===== src/rtl/fetch_stage.sv =====
`timescale 1ns/1ps
// fetch_stage: IF stage plus IF/ID register with static BTFN prediction.
// Variable-latency imem handshake, redirect squash and a stall hold buffer.
module fetch_stage #(
  parameter int unsigned WORD_SIZE = 32,
  parameter logic [WORD_SIZE-1:0] RESET_PC = '0,
  parameter logic [WORD_SIZE-1:0] NOP_INSTR = 32'h00000013
) (
  input  logic                 clk,
  input  logic                 rst,
  input  logic                 StallF,
  input  logic                 StallD,
  input  logic                 FlushD,
  input  logic                 RedirectE,
  input  logic [WORD_SIZE-1:0] RedirectPCE,
  output logic                 ImemReq,
  output logic [WORD_SIZE-1:0] ImemAddr,
  input  logic                 ImemValid,
  input  logic [WORD_SIZE-1:0] ImemData,
  output logic [WORD_SIZE-1:0] InstrD,
  output logic [WORD_SIZE-1:0] PCD,
  output logic [WORD_SIZE-1:0] PCPlus4D,
  output logic                 TakingBranch,
  output logic                 FetchBusy
);

  localparam int unsigned W = WORD_SIZE;
  localparam logic [6:0] OP_BRANCH = 7'b1100011;

  typedef enum logic [1:0] {
    S_IDLE,
    S_WAIT,
    S_HOLD
  } state_e;

  state_e         state_q, state_d;
  logic [W-1:0]   pcf_q, pcf_d;
  logic [W-1:0]   hold_q, hold_d;
  logic           squash_q, squash_d;

  logic           stall;
  logic           deliver;
  logic           pred;
  logic [W-1:0]   word;
  logic [W-1:0]   bimm;
  logic [W-1:0]   pc_plus4;

  assign stall    = StallF | StallD;
  assign word     = (state_q == S_HOLD) ? hold_q : ImemData;
  assign pred     = (word[6:0] == OP_BRANCH) & word[31];
  assign bimm     = {{(W-12){word[31]}}, word[7], word[30:25],
                     word[11:8], 1'b0};
  assign pc_plus4 = pcf_q + W'(4);

  assign ImemReq   = (state_q == S_WAIT);
  assign ImemAddr  = pcf_q;
  assign FetchBusy = ~deliver;

  // Fetch FSM: request/response tracking, hold buffer, PC selection
  always_comb begin
    state_d  = state_q;
    pcf_d    = pcf_q;
    hold_d   = hold_q;
    squash_d = squash_q;
    deliver  = 1'b0;
    unique case (state_q)
      S_IDLE: state_d = S_WAIT;
      S_WAIT: begin
        if (ImemValid) begin
          if (squash_q) begin
            squash_d = 1'b0;
          end else if (!stall) begin
            deliver = 1'b1;
          end else begin
            hold_d  = ImemData;
            state_d = S_HOLD;
          end
        end
      end
      S_HOLD: begin
        if (!stall) begin
          deliver = 1'b1;
          state_d = S_WAIT;
        end
      end
      default: state_d = S_IDLE;
    endcase
    if (RedirectE) begin
      deliver  = 1'b0;
      pcf_d    = RedirectPCE;
      state_d  = S_WAIT;
      squash_d = (state_q == S_WAIT) & ~ImemValid;
    end else if (deliver) begin
      pcf_d = pred ? (pcf_q + bimm) : pc_plus4;
    end
  end

  // Fetch state registers
  always_ff @(posedge clk or negedge rst) begin
    if (!rst) begin
      state_q  <= S_IDLE;
      pcf_q    <= RESET_PC;
      hold_q   <= '0;
      squash_q <= 1'b0;
    end else begin
      state_q  <= state_d;
      pcf_q    <= pcf_d;
      hold_q   <= hold_d;
      squash_q <= squash_d;
    end
  end

  // IF/ID register: flush > hold > deliver > bubble
  always_ff @(posedge clk or negedge rst) begin
    if (!rst) begin
      InstrD       <= NOP_INSTR;
      PCD          <= '0;
      PCPlus4D     <= '0;
      TakingBranch <= 1'b0;
    end else if (FlushD) begin
      InstrD       <= NOP_INSTR;
      PCD          <= '0;
      PCPlus4D     <= '0;
      TakingBranch <= 1'b0;
    end else if (StallD) begin
      InstrD       <= InstrD;
      PCD          <= PCD;
      PCPlus4D     <= PCPlus4D;
      TakingBranch <= TakingBranch;
    end else if (deliver) begin
      InstrD       <= word;
      PCD          <= pcf_q;
      PCPlus4D     <= pc_plus4;
      TakingBranch <= pred;
    end else begin
      InstrD       <= NOP_INSTR;
      PCD          <= '0;
      PCPlus4D     <= '0;
      TakingBranch <= 1'b0;
    end
  end

endmodule


===== config.mk =====
export PLATFORM = sky130hd
export DESIGN_NAME = fetch_stage
export DESIGN_NICKNAME = d
export VERILOG_FILES = /design/src/rtl/fetch_stage.sv
export SDC_FILE = /design/constraint.sdc
export NUM_CORES = 1
export LEC_CHECK = 0
export ABC_CLOCK_PERIOD_IN_PS = 4290
export CORE_MARGIN = 5
export CORE_UTILIZATION = 52
export DETAILED_ROUTE_END_ITERATION = 6
export PLACE_DENSITY = 0.82
export SLEW_MARGIN = 20
export SYNTH_ARGS = -nofsm -noshare
export SYNTH_HDL_FRONTEND = slang
export SYNTH_SLANG_ARGS = --single-unit

===== constraint.sdc =====
create_clock -name clk -period 4.29 [get_ports clk]
set_input_delay 0.6435 -clock clk [delete_from_list [all_inputs] [get_ports clk]]
set_output_delay 0.6435 -clock clk [all_outputs]
set_load 0.01 [all_outputs]

==> flow_summary_export.csv, run 1 <==
group,metric,value,unit
setup_path,reg2reg_slack,0.39,ns
timing,hold_viol,0,
placement,dpl_cell_area,11540,sq um
routing,vias_per_cell,6.250,
finish,multi_input_area,4975,sq um
routing,vias,8594,
logic_synthesis,synth_top_family_by_area,"compound AO/OA/AOI/OAI gates",
logic_synthesis,syn-num-nets,1069,
cts,hold_buffers,0,
logic_synthesis,netlist_area,9295,sq um
setup_path,startpoint_type,"flip-flop",
cts,max-clock-path-buffers,2,
placement,gp_congestion,0.9744,
logic_synthesis,ys_ff_latch,162,
timing,drv_slew,0,
logic_synthesis,synth_common_cells,"159 x dfrtp_1, 109 x nand2_1, 90 x o21ai_0",
logic_synthesis,yosys_warnings,0,
cts,clk_latency,0.44,ns
logic_synthesis,synth_top_area_cell,"dfrtp_1",
floorplan,chipWidth,143.7,um
placement,hpwl,20980,um
grt,grt_overflow,0,
routing,wl_per_cell,21.51,um
setup_path,crit_type,"flip-flop to flip-flop",
floorplan,ios,202,
cts,clk_pin_slew,0.07,ns
setup_path,arrival,4.20,ns
grt,grt_max_degree,94,
cts,numCtsBuffers,17,
grt,grt_pass1_vias,8446,
logic_synthesis,synth_compound_area_frac,0.2078,
min_path,hp-class,"input port to async pin",
logic_synthesis,synth.area.top_cells,"dfrtp_1 43%, mux2_2 5.7%, ha_1 5.2%, o21ai_0 4.8%, nand2_1 4.4%",
timing,tns,0,ns
logic_synthesis,synth_flop_cell,"dfrtp_1",
floorplan,die_area,20650,sq um
logic_synthesis,ys_types,73,
status,status,"finished clean",
setup_path,r2r_start,"state_q[0]",
flow_run,maxCapViolations,0,
grt,grt_pass1_wl,46030,um
floorplan,die_y,143.7,um
power,peakVddDrop,0.3239,mV
timing,min_period,3.902,ns
timing,timing.fmax,256.3,MHz
cts,post_cts_buffers,0,
finish,layout-drive-gt1-share,0.1009,
routing,drt_wl_total,29570,um
finish,area_growth,30.80,%
logic_synthesis,post_synth_and_or_nand_nor_area_fraction,0.1411,
power,p_per_area,400.5,nW/um^2
timing,relSlewSlack,0.3961,
logic_synthesis,avgSynthCellArea,9.703,sq um
timing,setup_viol,0,
setup_path,end_kind,"flip-flop",
cts,cts_max_level,4,
timing,tightest_slew,0.9025,ns
logic_synthesis,synthArstFlopShare,1.000,
setup_path,worst-path-max-fanout,19,
cts,cts.sinks,162,
logic_synthesis,yosysMostFrequentCell,"dfrtp_1",
finish,design_area,12160,sq um
setup_path,required,4.59,ns
logic_synthesis,seq_area_frac_synth,0.4365,
cts,cts_tree,"done",
finish,nFillCells,1351,
logic_synthesis,synth_top_cell_area_share,0.4281,
grt,grt_use_total,0.2863,
routing,firstDrtPassIters,5,
floorplan,rows,48,
finish,antennaDiodeCount,0,
logic_synthesis,synth_edf_count,0,
timing,rsz0062_at_grt,"no",
timing,post-route-period-util,0.9096,
routing,drcViolationCount,0,
finish,fin_nets,1248,
setup_path,rr_endpoint,"ImemAddr[31]",
routing,postRouteAntennaNets,0,
timing,skew,0.01235,ns
cts,cts_resized,0,
logic_synthesis,synthMuxAreaShare,0.08709,
setup_path,worstRegToRegCells,12,
grt,antenna_found_initial,0,
floorplan,start_util,0.5337,
logic_synthesis,synthCells,958,
placement,io_buffers,201,
logic_synthesis,yosys.area_share.xor_xnor,0.04146,
cts,root_buffer,"clkbuf_16",
routing,first_iter_violations,813,
finish,regArea,4058,sq um
logic_synthesis,synth_adder_area_share,0.05465,
floorplan,core_area,17420,sq um
power,leakagePower,5.044,nW
[flip-flops by register name, indices dropped and copies added, names as in the netlist]
signal and flops:
ImemAddr 32, InstrD 32, PCD 32, PCPlus4D 30, TakingBranch 1, hold_q 32
squash_q 1, state_q 2
[critical path, cell delays in order (launching register included)]
cell      delay, ns
dfrtp_1        0.42
inv_1          0.11
ha_2           0.45
mux2_2         0.43
ha_1           0.23
fa_1           0.41
a21oi_1        0.25
o211ai_1       0.24
a32oi_1        0.33
a21oi_1        0.13
o211ai_1       0.47
a211o_1        0.21
o211ai_1       0.08
[routing by layer]
layer / vias up / track usage / wire length, um
met4: 0 / 0.08870 / 662
met3: 62 / 0.07288 / 2904
li1: 3899 / - / -
met2: 467 / 0.4524 / 13720
met1: 4166 / 0.3904 / 12290
met5: - / 0 / 0
[kinds of logic after synthesis]
logic type,Yosys count
xor gates and xnor gates,44
and+or+nand+nor,270
adders and majority gates,40
buffers and inverters,73
DFF,162
AOI/OAI and AO/OA,294
muxes,75
[stage by stage]
| step | setup slack (ns) | hold WS, ns | instances | total power (W) | utilization |
|---|---|---|---|---|---|
| 3_5_place_dp | 0.4397 | 0.4691 | 1343 | 0.003288 | 0.6625 |
| 3_3_place_gp | 0.4932 | 0.4606 | 1343 | 0.003239 | 0.6625 |
| 4_1_cts | 0.4067 | 0.3222 | 1375 | 0.004864 | 0.6981 |
| 6_report | 0.3878 | 0.2738 | 1375 | 0.004870 | 0.6981 |
| 5_1_grt | 0.1243 | 0.3658 | 1375 | 0.005116 | 0.6981 |
| 2_1_floorplan | 0.7841 | 0.3479 | 958 | 0.002800 | - |
[cell type report]
class,count,area share
clock buffers,17,0.03499
clock inverters,15,0.01595
inverters,13,0.004014
multi-input cells,723,0.4092
flip-flops and latches,162,0.3337
well taps,225,0.02316
repair buffers,220,0.1790
[report_power, final]
part           switching, W  internal, W  leakage [nW]
sequential         0.000205      0.00174          2.11
clock              0.000736     0.000840         0.297
combinational      0.000702     0.000651          2.63
[worst max-delay path by stage]
stage	start	to	slack, ns	cells past startpoint
floorplan	state_q[0]	ImemAddr[31]	0.78	13
global placement	ImemData[31]	ImemAddr[30]	0.49	10
detailed placement	state_q[0]	ImemAddr[31]	0.44	12
CTS	state_q[0]	ImemAddr[31]	0.41	12
global route	state_q[0]	ImemAddr[31]	0.12	12
finish	state_q[0]	ImemAddr[31]	0.39	12
[layout by cell type, fill, tap and decap left out, types with 6 or more instances in the layout]
| cell type | synthesis | final |
|---|---|---|
| clkdlybuf4s50_1 | 0 | 199 |
| dfrtp_1 | 159 | 159 |
| nand2_1 | 109 | 109 |
| o21ai_0 | 90 | 90 |
| a21oi_1 | 57 | 57 |
| nor2_1 | 48 | 48 |
| mux2_2 | 47 | 47 |
| a22o_1 | 44 | 44 |
| ha_1 | 39 | 38 |
| mux2i_1 | 28 | 28 |
| nand3_1 | 25 | 25 |
| xnor2_1 | 22 | 22 |
| xor2_1 | 22 | 22 |
| nor3_1 | 21 | 19 |
| clkbuf_16 | 0 | 17 |
| buf_4 | 3 | 17 |
| a21o_1 | 15 | 15 |
| o211ai_1 | 12 | 12 |
| and3_1 | 12 | 12 |
| inv_1 | 11 | 11 |
| nand4_1 | 10 | 10 |
| a31oi_1 | 10 | 10 |
| or3_1 | 6 | 6 |
| a22oi_1 | 6 | 6 |
| a211oi_1 | 6 | 6 |
| o22ai_1 | 6 | 6 |
Power figures use the tool's default switching activity.
==> run 2: changes to the inputs <==
GPL_TIMING_DRIVEN = 0   (was unset)
SLEW_MARGIN = unset   (was 20)
==> run 2 against run 1 <==
Worst setup slack worse by 0.23 ns. Highest routed layer unchanged. Clock skew about the same. Design area up 1.1%. Clock power about the same. Total power up 1.0%. Non-clock buffer count up 43.
==> flow_summary_export.csv, run 2 (synthesis results as in run 1) <==
group,metric,value,unit
placement,dp.cells,1385,
power,clkPwrFrac,0.324,
cts,cts.sinks,162,
finish,regArea,4058,sq um
routing,vias_per_cell,6.303,
routing,postRouteAntennaNets,0,
grt,antenna_found_initial,1,
finish,nFillCells,1333,
cts,max-clock-path-buffers,2,
timing,rsz0062_at_grt,"no",
grt,grt_max_degree,90,
flow_run,maxCapViolations,0,
floorplan,die_y,143.7,um
min_path,hp-class,"input port to async pin",
timing,min_period,4.130,ns
cts,numCtsBuffers,17,
status,status,"finished clean",
floorplan,rows,48,
cts,hold_buffers,0,
floorplan,ios,202,
routing,wl_per_cell,22.33,um
cts,root_buffer,"clkbuf_16",
setup_path,crit_type,"flip-flop to flip-flop",
finish,fin_util,0.7055,
finish,area_growth,32.18,%
finish,design_area,12290,sq um
floorplan,core_area,17420,sq um
timing,tightest_slew,1.074,ns
timing,post-route-period-util,0.9626,
power,netSwitchingFraction,0.3501,
routing,firstDrtPassIters,7,
finish,fin_nets,1291,
power,p_per_area,400.4,nW/um^2
timing,timing.fmax,242.2,MHz
placement,gp_congestion,0.9713,
timing,drv_slew,0,
timing,relSlewSlack,0.2775,
routing,drcViolationCount,0,
finish,mostFrequentLayoutCells,"200 x clkdlybuf4s50_1, 159 x dfrtp_1, 109 x nand2_1",
setup_path,arrival,4.43,ns
cts,cts_tree,"done",
power,seqPwrFrac,0.390,
finish,layout-drive-gt1-share,0.09053,
finish,instances_no_fill,1419,
placement,io_buffers,201,
placement,hpwl,22880,um
finish,multi_input_area,4976,sq um
floorplan,start_util,0.5337,
power,p_comb_frac,0.287,
placement,dpl_cell_area,11620,sq um
floorplan,chipWidth,143.7,um
timing,setup_viol,0,
grt,grt_use_total,0.3086,
routing,first_iter_violations,934,
grt,grt_pass1_wl,49310,um
setup_path,end_kind,"flip-flop",
timing,hold_viol,0,
setup_path,required,4.59,ns
power,total_power,0.004920,W
timing,skew,0.01196,ns
floorplan,die_area,20650,sq um
routing,drt_wl_total,31680,um
finish,layout_commonest_cell,"clkdlybuf4s50_1",
setup_path,startpoint_type,"flip-flop",
power,intPower,0.003197,W
cts,clk_latency,0.44,ns
timing,tns,0,ns
cts,clk_pin_slew,0.07,ns
grt,grt_pass1_vias,8792,
power,p_sw,0.001722,W
setup_path,worst-path-max-fanout,11,
routing,vias,8944,
power,peakVddDrop,0.3360,mV
power,leakagePower,5.068,nW
grt,grt_overflow,0,
cts,cts_max_level,4,
==> run 2: changes by cell type in the layout (fill, tap and decap cells not counted), moves of 2 or more <==
cell	previous run	this run
buf_2	1	4
nor3_2	2	0
buf_12	2	0
clkbuf_1	0	43
o31ai_2	0	2
nor3_1	19	21
inv_6	4	0
buf_1	0	8
buf_4	17	4
inv_8	2	5
inv_12	0	3
==> run 2: per-layer routing <==
| layer | vias to the layer above | wire [um] | track usage |
|---|---|---|---|
| li1 | 3984 | - | - |
| met1 | 4310 | 13140 | 0.4237 |
| met2 | 543 | 14270 | 0.4780 |
| met4 | 0 | 1200 | 0.1145 |
| met5 | - | 0 | 0 |
| met3 | 107 | 3066 | 0.07488 |
==> run 2: stage by stage <==
stage               hold slack [ns]  setup WS (ns)
floorplan                    0.3479         0.7841
global placement             0.4614         -4.018
detailed placement           0.4701        -0.4079
CTS                          0.1910        0.05198
global route                 0.2142        0.04147
finish                       0.1718         0.1605
==> run 2: power by group through the flow <==
stage / clock network (W) / logic (W) / registers, W
floorplan: 0 / 0.000894 / 0.00191
global placement: 0 / 0.00133 / 0.00192
detailed placement: 0 / 0.00136 / 0.00194
CTS: 0.00160 / 0.00138 / 0.00191
global route: 0.00167 / 0.00152 / 0.00195
finish: 0.00159 / 0.00141 / 0.00192
==> run 2: area by class of cell <==
class | instances | share of cell area
well taps | 225 | 0.02291
clock buffers | 17 | 0.03462
multi-input cells | 723 | 0.4050
diodes | 1 | 0.0002037
clock inverters | 15 | 0.01599
plain buffers | 60 | 0.02006
inverters | 13 | 0.003971
repair buffers | 203 | 0.1670
flip-flops and latches | 162 | 0.3302
==> run 2: final timing paths <==
check | start | end | slack, ns | cells past startpoint
setup reg to reg | ImemAddr[2] | ImemAddr[30] | 0.16 | 8
hold reg to reg | PCPlus4D[18] | PCPlus4D[18] | 0.48 | 2
max in group asynchronous | rst | PCD[5] | 3.28 | 2
setup / recovery | ImemAddr[2] | ImemAddr[30] | 0.16 | 8
hold / removal | rst | PCD[29] | 0.17 | 1
min in group clk | PCPlus4D[18] | PCPlus4D[18] | 0.48 | 2
==> run 2: critical path: stages (launching register included) <==
cell	delay, ns
dfrtp_1	0.64
ha_1	0.35
nand3_1	0.31
nor4_1	0.96
nand2_1	0.38
nor3_1	0.48
mux2_2	0.39
a221oi_1	0.34
o21ai_0	0.14
==> run 2: timing repair <==
item                       in CTS  in global routing
setup endpoints to repair      11                  9
gates resized for setup         3                  6
pin swaps                       0                  2
buffers inserted                0                  1
==> run 3: changes to the inputs <==
SETUP_SLACK_MARGIN = 0.05   (was unset)
==> run 3 against run 2 <==
Worst hold slack worse by 0.0073 ns. Utilization about the same. Die area unchanged. Register-to-register slack better by 0.07 ns. Sequential share of layout area about the same. Global-route usage unchanged. Sequential power about the same. Combinational power about the same. Clock power about the same. First-iteration DRC count down 2.9%. Count of clock-buffer cells in the layout unchanged. Critical endpoint unchanged. Largest cell class unchanged. Highest routed layer unchanged.
==> flow_summary_export.csv, run 3 (synthesis results as in run 1) <==
group,metric,value,unit
setup_path,cp_slowest_stage_delay,0.92,ns
timing,relSlewSlack,0.3124,
setup_path,reg2reg_slack,0.23,ns
timing,tightest_slew,1.022,ns
setup_path,startpoint_type,"flip-flop",
timing,setup_viol,0,
routing,wl_per_cell,22.29,um
routing,vias,8901,
floorplan,start_util,0.5337,
cts,max-clock-path-buffers,2,
finish,mostFrequentLayoutCells,"200 x clkdlybuf4s50_1, 159 x dfrtp_1, 109 x nand2_1",
cts,cts.sinks,162,
grt,grt_util_met1,0.4237,
floorplan,ios,202,
setup_path,arrival,4.36,ns
placement,gp_congestion,0.9713,
power,p_per_area,399.9,nW/um^2
timing,worst_slack,0.2323,ns
power,peakVddDrop,0.3387,mV
timing,skew,0.01387,ns
routing,firstDrtPassIters,6,
routing,postRouteAntennaNets,0,
finish,fin_util,0.7056,
cts,cts_tree,"done",
grt,grt_busiest_layer,"met2",
floorplan,core_area,17420,sq um
timing,min_period,4.058,ns
placement,dpl_cell_area,11620,sq um
grt,grt_use_met2,0.4780,
flow_run,maxCapViolations,0,
timing,drv_slew,0,
setup_path,crit_type,"flip-flop to flip-flop",
routing,vias_per_cell,6.273,
timing,rsz0062_at_grt,"no",
routing,drt_wl_total,31630,um
grt,antenna_found_initial,1,
placement,io_buffers,201,
timing,tns,0,ns
timing,hold_viol,0,
setup_path,end_kind,"flip-flop",
cts,cts_max_level,4,
floorplan,rows,48,
finish,layout_commonest_cell,"clkdlybuf4s50_1",
floorplan,chipWidth,143.7,um
timing,post-route-period-util,0.9459,
grt,grt_use_total,0.3086,
finish,design_area,12290,sq um
finish,fin_nets,1291,
floorplan,die_y,143.7,um
cts,root_buffer,"clkbuf_16",
setup_path,required,4.59,ns
routing,drcViolationCount,0,
power,leakagePower,5.068,nW
cts,clk_pin_slew,0.07,ns
timing,timing.fmax,246.4,MHz
grt,grt_pass1_wl,49310,um
placement,place_ws,-0.4079,ns
routing,first_iter_violations,907,
setup_path,crit_slowest_cell,"nor4_1",
setup_path,path_delay_family,"simple AND/OR/NAND/NOR gates",
cts,numCtsBuffers,17,
finish,layout-drive-gt1-share,0.09053,
grt,grt_overflow,0,
grt,grt_max_degree,90,
status,status,"finished clean",
grt,grt_pass1_vias,8792,
min_path,hp-class,"input port to async pin",
cts,hold_buffers,0,
grt,met3_usage,0.07488,
setup_path,path_buf_inv,0,
timing,hold_ws,0.1645,ns
placement,hpwl,22880,um
cts,clk_latency,0.45,ns
setup_path,path_cells,"ha_1 > nand3_1 > nor4_1 > nand2_1 > nor3_1 > mux2_2 > a221oi_1 > o21ai_0",
floorplan,die_area,20650,sq um
setup_path,worst-path-max-fanout,11,
finish,area_growth,32.21,%
[run 3: layer usage]
| metal | vias up | part of all wire |
|---|---|---|
| li1 | 3994 | - |
| met1 | 4249 | 0.41 |
| met2 | 546 | 0.45 |
| met3 | 112 | 0.098 |
| met4 | 0 | 0.039 |
| met5 | - | 0 |
[run 3: area by class of cell]
type / instances / area, sq um
Fill cell: 1333 / 5127
Inverter: 13 / 48.80
Sequential cell: 162 / 4058
Tap cell: 225 / 281.5
Antenna cell: 1 / 2.502
Multi-Input combinational cell: 723 / 4976
Clock inverter: 15 / 196.4
Buffer: 60 / 249.0
Timing Repair Buffer: 203 / 2052
Clock buffer: 17 / 425.4
[run 3: repair_timing]
item | in CTS | in global routing
pin swaps | 0 | 2
setup endpoints to repair | 19 | 11
buffers inserted | 0 | 1
cloned | 0 | 0
gates resized for setup | 3 | 7
endpoints found under the hold margin | 0 | 0
[run 3: where the power goes]
part | total, W | internal, W | switching (W) | leakage (nW)
clock | 0.00159 | 0.000805 | 0.000782 | 0.302
combinational | 0.00141 | 0.000657 | 0.000754 | 2.65
sequential | 0.00192 | 0.00174 | 0.000182 | 2.11
total | 0.00491 | 0.00320 | 0.00172 | 5.07
[run 3: worst register-to-register path: cells and delay by family, from the launching register on]
kind / cells / cell delay (ns)
flip-flops: 1 / 0.63
adder cells (fa/ha/maj): 1 / 0.35
multiplexers: 1 / 0.39
AO/OA/AOI/OAI: 2 / 0.49
AND/OR/NAND/NOR: 4 / 2.06
[run 3: worst paths after layout]
kind,from,endpoint,cells past startpoint
min in group clk,PCPlus4D[18],PCPlus4D[18],2
min reg2reg,PCPlus4D[18],PCPlus4D[18],2
max reg2reg,ImemAddr[2],ImemAddr[30],8
max,ImemAddr[2],ImemAddr[30],8
min,rst,PCD[29],1
max in group asynchronous,rst,hold_q[15],2
[run 3: metrics by stage]
step	std cells	power [W]
final	1419	0.004915
after global routing	1419	0.005139
after CTS	1417	0.004887
after detailed placement	1385	0.003300
after global placement	1384	0.003254
after floorplan	958	0.002800
